$ cat src/rtl/sr_capture_ctrl.sv
// sr_capture_ctrl: sequencer for a DATA_W-bit serial-in shift chain.
// A frame starts on `start` in IDLE. ser_in is shifted in once every
// (cfg_div+1) clk cycles until cfg_len bits are collected. The word is then
// presented right-justified on a valid/ready output with a sticky overrun flag.
// Ports:
//   clk, rst_n             clock, asynchronous active-low reset
//   start, abort           frame start (IDLE only), synchronous abort
//   ser_in                 serial data, already synchronised to clk
//   cfg_div, cfg_len       bit period minus 1 / bits per frame, latched at start
//   shift_en, busy, sr_q   shift strobe, frame in progress, live chain
//   data_out, data_valid,
//   data_ready             captured word handshake
//   overrun, clr_ovr       sticky overwrite flag and its clear
module sr_capture_ctrl #(
  parameter int DATA_W = 8,
  parameter int DIV_W  = 16,
  parameter int LEN_W  = 4
) (
  input  logic              clk,
  input  logic              rst_n,
  input  logic              start,
  input  logic              abort,
  input  logic              ser_in,
  input  logic [DIV_W-1:0]  cfg_div,
  input  logic [LEN_W-1:0]  cfg_len,
  output logic              shift_en,
  output logic              busy,
  output logic [DATA_W-1:0] sr_q,
  output logic [DATA_W-1:0] data_out,
  output logic              data_valid,
  input  logic              data_ready,
  output logic              overrun,
  input  logic              clr_ovr
);

  localparam logic [0:0] ST_IDLE = 1'b0;
  localparam logic [0:0] ST_RUN  = 1'b1;

  logic [0:0]        state_q, state_d;
  logic [DIV_W-1:0]  div_q, div_d;
  logic [DIV_W-1:0]  div_cnt_q, div_cnt_d;
  logic [LEN_W-1:0]  len_q, len_d;
  logic [LEN_W-1:0]  bit_cnt_q, bit_cnt_d;
  logic [DATA_W-1:0] sr_d;
  logic [DATA_W-1:0] data_out_q, data_out_d;
  logic              data_valid_q, data_valid_d;
  logic              overrun_q, overrun_d;

  logic [LEN_W-1:0]  len_sane;
  logic [DATA_W-1:0] sr_shift;
  logic [DATA_W-1:0] len_mask;
  logic              last_shift;
  logic              ovr_set;

  always_comb begin
    // 0 or anything wider than the chain means a full-width frame
    if (cfg_len == '0 || 32'(cfg_len) > DATA_W) begin
      len_sane = LEN_W'(DATA_W);
    end else begin
      len_sane = cfg_len;
    end

    sr_shift = {sr_q[DATA_W-2:0], ser_in};
    for (int unsigned i = 0; i < DATA_W; i++) begin
      len_mask[i] = (i < 32'(len_q));
    end

    // abort suppresses the strobe so no shift happens on the abort edge
    shift_en   = (state_q == ST_RUN) && (div_cnt_q == '0) && !abort;
    last_shift = shift_en && (bit_cnt_q == len_q - LEN_W'(1));
    ovr_set    = last_shift && data_valid_q && !data_ready;

    state_d      = state_q;
    div_d        = div_q;
    div_cnt_d    = div_cnt_q;
    len_d        = len_q;
    bit_cnt_d    = bit_cnt_q;
    sr_d         = sr_q;
    data_out_d   = data_out_q;
    data_valid_d = data_valid_q;

    if (data_valid_q && data_ready) begin
      data_valid_d = 1'b0;
    end

    case (state_q)
      ST_IDLE: begin
        if (start && !abort) begin
          div_d     = cfg_div;
          len_d     = len_sane;
          sr_d      = '0;
          div_cnt_d = cfg_div;
          bit_cnt_d = '0;
          state_d   = ST_RUN;
        end
      end
      default: begin
        if (abort) begin
          state_d = ST_IDLE;
        end else if (div_cnt_q != '0) begin
          div_cnt_d = div_cnt_q - DIV_W'(1);
        end else begin
          sr_d      = sr_shift;
          div_cnt_d = div_q;
          bit_cnt_d = bit_cnt_q + LEN_W'(1);
          if (last_shift) begin
            // completion overrides a same-edge consumption
            data_out_d   = sr_shift & len_mask;
            data_valid_d = 1'b1;
            state_d      = ST_IDLE;
          end
        end
      end
    endcase

    if (ovr_set) begin
      overrun_d = 1'b1;
    end else if (clr_ovr) begin
      overrun_d = 1'b0;
    end else begin
      overrun_d = overrun_q;
    end
  end

  always_ff @(posedge clk or negedge rst_n) begin
    if (!rst_n) begin
      state_q      <= ST_IDLE;
      div_q        <= '0;
      div_cnt_q    <= '0;
      len_q        <= '0;
      bit_cnt_q    <= '0;
      sr_q         <= '0;
      data_out_q   <= '0;
      data_valid_q <= 1'b0;
      overrun_q    <= 1'b0;
    end else begin
      state_q      <= state_d;
      div_q        <= div_d;
      div_cnt_q    <= div_cnt_d;
      len_q        <= len_d;
      bit_cnt_q    <= bit_cnt_d;
      sr_q         <= sr_d;
      data_out_q   <= data_out_d;
      data_valid_q <= data_valid_d;
      overrun_q    <= overrun_d;
    end
  end

  assign busy       = (state_q == ST_RUN);
  assign data_out   = data_out_q;
  assign data_valid = data_valid_q;
  assign overrun    = overrun_q;

endmodule
$ cat config.mk
export PLATFORM = sky130hd
export DESIGN_NAME = sr_capture_ctrl
export DESIGN_NICKNAME = d
export VERILOG_FILES = /design/src/rtl/sr_capture_ctrl.sv
export SDC_FILE = /design/constraint.sdc
export NUM_CORES = 1
export LEC_CHECK = 0
export CAP_MARGIN = 20
export CORE_ASPECT_RATIO = 1.1
export CORE_MARGIN = 10
export CORE_UTILIZATION = 58
export DETAILED_ROUTE_END_ITERATION = 16
export GPL_ROUTABILITY_DRIVEN = 0
export HOLD_SLACK_MARGIN = 0.08
export MAX_ROUTING_LAYER = met4
export PLACE_DENSITY = 0.86
export RECOVER_POWER = 50
export SETUP_SLACK_MARGIN = 0.05
export SKIP_LAST_GASP = 1
export SLEW_MARGIN = 30
export SYNTH_ARGS = -nofsm -noshare
export SYNTH_HDL_FRONTEND = slang
export SYNTH_SLANG_ARGS = --single-unit
$ cat constraint.sdc
create_clock -name clk -period 4.7 [get_ports clk]
set_input_delay 0.47 -clock clk [delete_from_list [all_inputs] [get_ports clk]]
set_output_delay 0.47 -clock clk [all_outputs]
set_load 0.03 [all_outputs]
[Yosys cells after proc, flatten, opt, wreduce, memory -nomap -nowiden]
Cells that the tools add are included.
Operators by class
  magnitude comparators: 9
  equality and inequality tests: 3
  add/sub/neg operators: 3
  bitwise operators: 4
  reduce and logical (&&, ||, !) cells: 19
  multiplexer cells: 25
Operators with widths (number)
  two-way mux 16 bit: 4
  two-way mux 8 bit: 4
  two-way mux 4 bit: 5
  logical NOT 16 bit: 1
  < comparator 3 x 4 -> 1 bit, first input constant: 4
  nonzero test 16 bit: 1
  subtractor 16 x 1 -> 16 bit, second input constant: 1
  two-way mux 1 bit: 12
  AND 8 bit: 1
  < comparator 1 x 4 -> 1 bit, first input constant: 2
  < comparator 2 x 4 -> 1 bit, first input constant: 2
  logical AND 1 bit: 7
  adder 4 x 1 -> 4 bit, second input constant: 1
  equality test 4 bit: 1
  > comparator 4 bit, second input constant: 1
  logical NOT 4 bit: 1
  inequality test 2 bit, second input constant: 2
  AND reduction 2 bit: 2
  AND reduction 4 bit: 1
  nonzero test 2 bit: 2
  subtractor 4 x 1 -> 4 bit, second input constant: 1
  NOT 1 bit: 3
  AND reduction 3 bit: 1
  logical NOT 1 bit: 2
  logical OR 1 bit: 1
Word-level totals
  bits in registers: 59
  logic and storage cells: 72
  bits of input ports: 27

[Depth between registers and ports, before layout]
Gate-level depths: netlist of run 1.
  word-level depth: 8
  gate-level depth with buffers: 9
  mapped depth without buffers: 7

[Least setup slack after synthesis of run 1]
Ideal clock, no wire load.
  path kind: reg2out
  start point: reg div_cnt_q[11]
  end point: out shift_en
  buffers on the path: 2
  data arrival time: 1.747 ns
  path slack: 2.483 ns
  required time: 4.230 ns
  cell stages (with the launch flop): 6
  cell sequence: dfrtp_1 buf_2 nor4_2 nand4_1 clkbuf_1 nor2_1
On the way
  cells in the longest elaborated chain, start to end: 3
RTL lines
  start, declared: line 41  | logic [DIV_W-1:0] div_cnt_q, div_cnt_d;
  start signal, assigned: line 139  | div_cnt_q <= div_cnt_d;
  logical NOT 16 bit: line 69  | shift_en = (state_q == ST_RUN) && (div_cnt_q == '0) && !abort;
  logical AND 1 bit (2 in series): line 69
  end, declared: line 26  | output logic shift_en,
Every way passes these cells.

[Final worst setup path of run 1]
  start point: reg div_cnt_q[7]
  end point: out shift_en
The elaborated chain is that of the path after synthesis.

==> flow_metrics.env, run 1 <==
export IMPL_status="finished with violations"
export IMPL_violations="max-capacitance violations, max-slew violations"
export IMPL_yosysUniqueCellTypes=53
export IMPL_finClkSkew_ns=0.006757
export IMPL_clock_path_buffers=2
export IMPL_ys_flop_type="dfrtp_1"
export IMPL_vias=2727
export IMPL_drive_gt1_frac=0.06203
export IMPL_io_buffers=46
export IMPL_grt_use_total=0.1728
export IMPL_synth_area_leaders="dfrtp_1 47%, nand2_1 11%, o21ai_0 4.6%"
export IMPL_slew_headroom=-1.034
export IMPL_crit_required_ns=4.23
export IMPL_arrival_ns=2.93
export IMPL_report_final_slew_viol_count=60
export IMPL_tritoncts="done"
export IMPL_path_max_fanout=13
export IMPL_grt_overflow=0
export IMPL_max_freq_ghz=0.2939
export IMPL_rsz0062_at_grt="false"
export IMPL_path_delay_family="simple AND/OR/NAND/NOR gates"
export IMPL_grt_pass1_vias=2630
export IMPL_yosys_warnings=0
export IMPL_setup_tns_final_ns=0
export IMPL_ys_seq_area_frac=0.4655
export IMPL_avgSynthCellArea_um2=8.714
export IMPL_wl_per_cell_um=15.38
export IMPL_final_util=0.7063
export IMPL_clk_latency_ns=0.33
export IMPL_hp_class="flop to flop"
export IMPL_grt_pass1_wl_um=12340
export IMPL_ys_ff_latch=59
export IMPL_io_pins=47
export IMPL_row_count=28
export IMPL_viasPerCell=5.705
export IMPL_core_mm2=0.005360
export IMPL_path_buf_inv=1
export IMPL_cp_slowest_cell="clkdlybuf4s50_1"
export IMPL_antenna_cells=0
export IMPL_cts_made_buffers=9
export IMPL_start_util=0.5917
export IMPL_power_density_mw_per_mm2=341.8
export IMPL_cap_violations=1
export IMPL_cts_htree_levels=3
export IMPL_hold_viol=0
export IMPL_tightest_slew_ns=3.052
export IMPL_synthCells=364
export IMPL_period_needed_ns=3.402
export IMPL_postCtsHoldBufs=0
export IMPL_fin_hold_ws_ns=0.4740
export IMPL_drtPass1Iterations=4
export IMPL_grt_max_degree=60
export IMPL_fillers=425
export IMPL_path_class="flop to output pin"
export IMPL_cp_start_kind="flop"
export IMPL_ff2ff_setup_slack_ns=2.08
export IMPL_fp_dieH_um=97.56
export IMPL_root_buffer="clkbuf_8"
export IMPL_clkSinkCount=59
export IMPL_drcViolationCount=0
export IMPL_p_total_mw=1.294
export IMPL_dieArea_mm2=0.008830
export IMPL_dpl_hpwl_um=5145
export IMPL_synth_edf_count=0
export IMPL_period_share=0.7239
export IMPL_ant_nets=0
export IMPL_path_cells="nor4_1 > nand4_1 > nor2_1 > clkdlybuf4s50_1"
export IMPL_async_flop_share=1.000
export IMPL_ir_worst_vdd_mv=0.2660
export IMPL_post_cts_resized=0
export IMPL_post_cts_repair_setup_buffers=0
export IMPL_drtIter0Drc=237
export IMPL_yosys_area_top_type="dfrtp_1"
export IMPL_leakagePower_nw=1.682
export IMPL_synthDominantCellAreaShare=0.4655
export IMPL_end_kind="output pin"
export IMPL_path_clk_slew_ns=0.06
export IMPL_antenna_found_initial=0
export IMPL_synth_area_mm2=0.003172
export IMPL_setup_viol=0
export IMPL_drt_wl_total_um=7350
export IMPL_layout_nets=432
export IMPL_die_x_um=90.51
export IMPL_area_growth_pct=19.37
export IMPL_synth_nets=398
export IMPL_layout_common_cells="94 x nand2_1, 59 x dfrtp_1, 44 x clkdlybuf4s50_1"
export IMPL_critPathMaxStageDelay_ns=0.70
export IMPL_layout_commonest_cell="nand2_1"
-- per-stage QoR --
| stage | setup WS (ns) | cell area (um2) | instances |
|---|---|---|---|
| floorplan | 2.483 | 3172 | 364 |
| global placement | 1.705 | 3616 | 462 |
| detailed placement | 1.680 | 3617 | 462 |
| CTS | 1.309 | 3790 | 478 |
| global route | 1.116 | 3786 | 478 |
| finish | 1.298 | 3786 | 478 |
-- metal layers --
layer,global-route usage,share of wire,vias to the layer above,wire (um)
li1,-,-,1336,-
met1,0.2032,0.43,1272,3154
met2,0.2699,0.49,105,3575
met3,0.05255,0.069,14,509
met4,0.06985,0.015,0,110
met5,-,0,-,0
-- kinds of logic after synthesis --
logic type,after synthesis,synth area share
simple gates,176,0.2675
compound gates,79,0.1594
flops,59,0.4655
buf+inv,32,0.04497
xor+xnor,11,0.03511
fa+ha+maj,7,0.02761
-- flip-flops by register name, summed over array words and instances, names as in the netlist --
signal and flops:
div_cnt_q 16, div_q 16, data_out 8, sr_q 8
bit_cnt_q 4, len_q 4, busy 1, data_valid 1
overrun 1
-- tightest hold or removal path: cells and delay by family (launching register included) --
kind / cells / cell delay [ns]
AO/OA/AOI/OAI: 1 / 0.06
flip-flops: 1 / 0.34
AND/OR/NAND/NOR: 1 / 0.04
-- cells in the mapped netlist (4+ instances only) --
master and instances:
a21o_1 5, a21oi_1 12, a22oi_1 9, a31oi_1 4, clkbuf_1 17, dfrtp_1 59
ha_1 7, inv_1 8, nand2_1 94, nand3_1 16, nand3b_1 4, nor2_1 21
nor3_1 8, nor4_1 5, o211ai_1 4, o21ai_0 29, or3_1 4, xnor2_1 8
-- path summary, 6_finish.rpt --
| check | from | to | cells past startpoint |
|---|---|---|---|
| setup / recovery | div_cnt_q[7] | shift_en | 4 |
| hold / removal | data_out[3] | data_out[3] | 2 |
| setup reg to reg | div_cnt_q[7] | div_cnt_q[15] | 4 |
| hold reg to reg | data_out[3] | data_out[3] | 2 |
| max in group asynchronous | rst_n | div_cnt_q[10] | 2 |
| min in group asynchronous | rst_n | div_q[8] | 2 |
-- layout make-up --
type / instances / area (um2) / area share
Clock inverter: 2 / 10.01 / 0.002644
Tap cell: 75 / 93.84 / 0.02479
Multi-Input combinational cell: 273 / 1554 / 0.4104
Timing Repair Buffer: 47 / 459.2 / 0.1213
Inverter: 8 / 30.03 / 0.007931
Clock buffer: 14 / 162.7 / 0.04296
Sequential cell: 59 / 1476 / 0.3900
-- where the power goes --
| group | internal (mW) | total [mW] | switching [mW] |
|---|---|---|---|
| combinational | 0.117 | 0.247 | 0.131 |
| clock | 0.219 | 0.406 | 0.187 |
| sequential | 0.565 | 0.641 | 0.0755 |
| total | 0.901 | 1.29 | 0.393 |
Note: power is estimated with default switching activity, not from simulation.
==> run 2, diff against run 1 <==
--- a/config.mk
+++ b/config.mk
@@ -8,12 +8,12 @@
 export CAP_MARGIN = 20
 export CORE_ASPECT_RATIO = 1.1
 export CORE_MARGIN = 10
-export CORE_UTILIZATION = 58
+export CORE_UTILIZATION = 54
 export DETAILED_ROUTE_END_ITERATION = 16
 export GPL_ROUTABILITY_DRIVEN = 0
 export HOLD_SLACK_MARGIN = 0.08
 export MAX_ROUTING_LAYER = met4
-export PLACE_DENSITY = 0.86
+export PLACE_DENSITY = 0.81
 export RECOVER_POWER = 50
 export SETUP_SLACK_MARGIN = 0.05
 export SKIP_LAST_GASP = 1
==> constraint.sdc (replaced) <==
create_clock -name clk -period 3.3 [get_ports clk]
set_input_delay 0.33 -clock clk [delete_from_list [all_inputs] [get_ports clk]]
set_output_delay 0.33 -clock clk [all_outputs]
set_load 0.03 [all_outputs]
==> flow_metrics.env, run 2 (same netlist as run 1, synthesis figures left out) <==
export IMPL_io_buffers=46
export IMPL_hp_class="flop to flop"
export IMPL_hold_viol=0
export IMPL_rsz0062_at_grt="false"
export IMPL_clock_path_buffers=2
export IMPL_root_buffer="clkbuf_8"
export IMPL_vias=2791
export IMPL_drtIter0Drc=207
export IMPL_die_x_um=93.08
export IMPL_finClkSkew_ns=0.004510
export IMPL_io_pins=47
export IMPL_dpl_worst_slack_ns=0.9518
export IMPL_end_kind="output pin"
export IMPL_leakagePower_nw=1.766
export IMPL_report_final_slew_viol_count=0
export IMPL_placed_cell_area_mm2=0.003656
export IMPL_status="finished clean"
export IMPL_ant_nets=0
export IMPL_cts_htree_levels=3
export IMPL_layout_common_cells="94 x nand2_1, 59 x dfrtp_1, 35 x clkdlybuf4s50_1"
export IMPL_row_count=29
export IMPL_cp_start_kind="flop"
export IMPL_viasPerCell=5.743
export IMPL_antenna_cells=0
export IMPL_core_mm2=0.005733
export IMPL_crit_required_ns=2.97
export IMPL_fin_hold_ws_ns=0.4719
export IMPL_p_total_mw=2.022
export IMPL_arrival_ns=2.36
export IMPL_tritoncts="done"
export IMPL_drtPass1Iterations=4
export IMPL_path_class="flop to output pin"
export IMPL_max_freq_ghz=0.3721
export IMPL_clk_latency_ns=0.34
export IMPL_post_cts_resized=0
export IMPL_postLayoutSetupSlackWorst_ns=0.6122
export IMPL_grt_pass1_wl_um=13330
export IMPL_area_growth_pct=22.64
export IMPL_fp_dieH_um=100.4
export IMPL_dieArea_mm2=0.009343
export IMPL_grt_max_degree=35
export IMPL_cts_made_buffers=9
export IMPL_grt_use_total=0.1804
export IMPL_drive_gt1_frac=0.07579
export IMPL_slew_headroom=0.1081
export IMPL_antenna_found_initial=0
export IMPL_layout_nets=438
export IMPL_wl_per_cell_um=16.17
export IMPL_layout_commonest_cell="nand2_1"
export IMPL_setup_viol=0
export IMPL_reg_top3="div_cnt_q: 16 flops, div_q: 16 flops"
export IMPL_setup_tns_final_ns=0
export IMPL_dpl_hpwl_um=5535
export IMPL_stdcell_area_mm2=0.003890
export IMPL_period_share=0.8145
export IMPL_ir_worst_vdd_mv=0.3104
export IMPL_path_clk_slew_ns=0.06
export IMPL_cap_violations=0
export IMPL_clkSinkCount=59
export IMPL_r2r_worst_path_cells=5
export IMPL_period_needed_ns=2.688
export IMPL_drcViolationCount=0
export IMPL_power_density_mw_per_mm2=519.8
export IMPL_grt_overflow=0
export IMPL_path_max_fanout=8
export IMPL_grt_pass1_vias=2757
export IMPL_drt_wl_total_um=7860
export IMPL_start_util=0.5533
export IMPL_tightest_slew_ns=1.338
export IMPL_min_path_cells=2
[run 2: critical path, cell delays in order (launching register included)]
cell	delay, ns
dfrtp_1	0.49
nor4_2	0.53
nand4_1	0.20
nor2_1	0.13
clkdlybuf4s50_1	0.68
[run 2: stage by stage]
step / std cells / utilization
final: 486 / 0.6785
after global routing: 486 / 0.6785
after CTS: 486 / 0.6792
after detailed placement: 469 / 0.6377
after global placement: 469 / 0.6377
after floorplan: 364 / -
[run 2: repair_timing]
action	4_1_cts	5_1_grt
endpoints found under the hold margin	25	0
setup buffers	0	0
hold buffers	1	0
[run 2: final timing paths]
path                          startpoint           end  slack, ns
min                            div_q[12]     div_q[12]       0.47
max                        div_cnt_q[11]      shift_en       0.61
min in group asynchronous          rst_n   data_out[6]       0.81
min reg2reg                    div_q[12]     div_q[12]       0.47
max in group asynchronous          rst_n  div_cnt_q[1]       0.99
max reg2reg                div_cnt_q[11]  bit_cnt_q[0]       0.94
[run 2: power by group]
| part | switching [mW] | leakage [nW] | internal [mW] |
|---|---|---|---|
| clock | 0.283 | 0.113 | 0.465 |
| sequential | 0.113 | 0.763 | 0.805 |
| combinational | 0.187 | 0.890 | 0.170 |
| total | 0.582 | 1.77 | 1.44 |
[run 2: metal layers]
metal	vias up	wire, um	track usage
met2	95	3916	0.2947
met1	1331	3385	0.2067
met3	17	403	0.03731
met5	-	0	-
li1	1348	-	-
met4	0	155	0.08789
[run 2: cell type report]
class	instances	area, um2
timing repair buffer	53	506.7
clock inverter	4	72.57
multi-input combinational	273	1553
fill	482	1843
clock buffer	12	155.1
sequential	59	1476
tap	77	96.34
inverter	8	30.03
==> run 3, diff against run 2 <==
--- a/config.mk
+++ b/config.mk
@@ -8,12 +8,12 @@
 export CAP_MARGIN = 20
 export CORE_ASPECT_RATIO = 1.1
 export CORE_MARGIN = 10
-export CORE_UTILIZATION = 54
+export CORE_UTILIZATION = 49
 export DETAILED_ROUTE_END_ITERATION = 16
 export GPL_ROUTABILITY_DRIVEN = 0
 export HOLD_SLACK_MARGIN = 0.08
 export MAX_ROUTING_LAYER = met4
-export PLACE_DENSITY = 0.81
+export PLACE_DENSITY = 0.77
 export RECOVER_POWER = 50
 export SETUP_SLACK_MARGIN = 0.05
 export SKIP_LAST_GASP = 1
==> constraint.sdc (replaced) <==
create_clock -name clk -period 2.3 [get_ports clk]
set_input_delay 0.23 -clock clk [delete_from_list [all_inputs] [get_ports clk]]
set_output_delay 0.23 -clock clk [all_outputs]
set_load 0.03 [all_outputs]
==> flow_metrics.env, run 3 (same netlist as run 1, synthesis figures left out) <==
export IMPL_fp_dieH_um=104.4
export IMPL_area_growth_pct=26.98
export IMPL_r2r_start="busy"
export IMPL_path_class="flop to output pin"
export IMPL_clock_path_buffers=2
export IMPL_layout_commonest_cell="nand2_1"
export IMPL_drcViolationCount=0
export IMPL_leakagePower_nw=1.803
export IMPL_rr_endpoint="div_cnt_q[11]"
export IMPL_die_x_um=96.71
export IMPL_drt_wl_total_um=8103
export IMPL_holdPathEnd="div_q[9]"
export IMPL_period_share=0.9351
export IMPL_ir_worst_vdd_mv=0.4114
export IMPL_root_buffer="clkbuf_8"
export IMPL_cts_htree_levels=3
export IMPL_grt_overflow=0
export IMPL_drive_gt1_frac=0.1045
export IMPL_path_clk_slew_ns=0.07
export IMPL_fillers=526
export IMPL_multi_input_area_mm2=0.001577
export IMPL_max_freq_ghz=0.4649
export IMPL_io_buffers=46
export IMPL_ff2ff_setup_slack_ns=0.21
export IMPL_grt_max_degree=32
export IMPL_drtIter0Drc=177
export IMPL_antenna_found_initial=0
export IMPL_drtPass1Iterations=5
export IMPL_rsz0062_at_grt="false"
export IMPL_path_max_fanout=8
export IMPL_core_mm2=0.006231
export IMPL_ant_nets=0
export IMPL_dieArea_mm2=0.01009
export IMPL_layout_nets=450
export IMPL_dpl_hpwl_um=5718
export IMPL_clk_latency_ns=0.34
export IMPL_slew_headroom=-0.04590
export IMPL_status="finished with violations"
export IMPL_cp_start_kind="flop"
export IMPL_postLayoutSetupSlackWorst_ns=0.1492
export IMPL_tightest_slew_ns=1.569
export IMPL_layout_common_cells="94 x nand2_1, 59 x dfrtp_1, 44 x clkdlybuf4s50_1"
export IMPL_reg_top3="div_cnt_q: 16 flops, div_q: 16 flops"
export IMPL_tritoncts="done"
export IMPL_viasPerCell=5.599
export IMPL_drt_met1_wl_um=3675
export IMPL_highest_layer="met4"
export IMPL_grt_use_total=0.1617
export IMPL_seqCellArea_mm2=0.001476
export IMPL_clkSinkCount=59
export IMPL_met2_length_um=3802
export IMPL_wl_per_cell_um=16.17
export IMPL_cap_violations=1
export IMPL_hold_start="cfg_div[9]"
export IMPL_setup_viol=0
export IMPL_setup_tns_final_ns=0
export IMPL_power_density_mw_per_mm2=753.3
export IMPL_r2r_worst_path_cells=7
export IMPL_grt_pass1_wl_um=13430
export IMPL_report_final_slew_viol_count=29
export IMPL_start_util=0.5090
export IMPL_cts_made_buffers=9
export IMPL_wl_met3_um=529
export IMPL_finClkSkew_ns=0.007516
export IMPL_hp_class="input pin to flop"
export IMPL_grt_pass1_vias=2659
export IMPL_period_needed_ns=2.151
export IMPL_vias=2805
export IMPL_end_kind="output pin"
export IMPL_io_pins=47
export IMPL_min_path_cells=3
export IMPL_arrival_ns=1.92
export IMPL_row_count=30
export IMPL_violations="max-capacitance violations, max-slew violations"
export IMPL_antenna_cells=0
export IMPL_hold_viol=0
export IMPL_crit_required_ns=2.07
export IMPL_dpl_worst_slack_ns=0.1951
-- run 3: how the worst max path moves through the flow --
stage                        startpoint  endpoint  slack (ns)  cells after the start
final                      div_cnt_q[1]  shift_en        0.15                      7
after floorplan           div_cnt_q[11]  shift_en        0.32                      5
after CTS                  div_cnt_q[7]  shift_en        0.08                      5
after global routing       div_cnt_q[1]  shift_en        0.04                      7
after global placement     div_cnt_q[7]  shift_en        0.30                      5
after detailed placement   div_cnt_q[0]  shift_en        0.20                      7
-- run 3: power breakdown --
group | leakage (nW) | internal [mW] | switching [mW]
Combinational | 0.917 | 0.271 | 0.293
Sequential | 0.763 | 1.15 | 0.162
Clock | 0.123 | 0.746 | 0.407
-- run 3: routing by layer --
layer  GRT usage  up-vias
li1            -     1374
met1      0.2073     1309
met2      0.2400      113
met3     0.04452        9
met4     0.05274        0
met5           -        -
-- run 3: area by class of cell --
cell class / count / share of cell area
clock buffer: 11 / 0.03510
clock inverter: 5 / 0.02485
inverter: 8 / 0.007456
multi-input combinational: 273 / 0.3914
sequential: 59 / 0.3666
tap: 80 / 0.02485
timing repair buffer: 65 / 0.1497
-- run 3: through the flow --
stage                     cells  utilization  total power [mW]  area (um2)  hold slack [ns]
final                       501       0.6464             3.034        4028           0.4485
after global placement      479       0.5974             1.825        3722           0.2911
after CTS                   497       0.6404             3.017        3990           0.4370
after floorplan             364            -             1.670        3172         -0.06559
after global routing        501       0.6464             3.187        4028           0.4371
after detailed placement    479       0.5974             1.849        3722           0.2951
-- run 3: critical path, stage by stage (launching register included) --
cell and delay, ns:
dfrtp_1 0.41, inv_1 0.11, ha_1 0.16, nor4b_4 0.27, nand4_1 0.20, buf_6 0.19, nor2_1 0.09, buf_4 0.16
-- run 3: timing repair --
action | in CTS | in global routing
hold endpoints to repair | 28 | 0
buffers inserted | 1 | 4
resized for setup | 1 | 4
pin swaps | 1 | 0
setup endpoints to repair | 1 | 1
hold buffers | 1 | 0
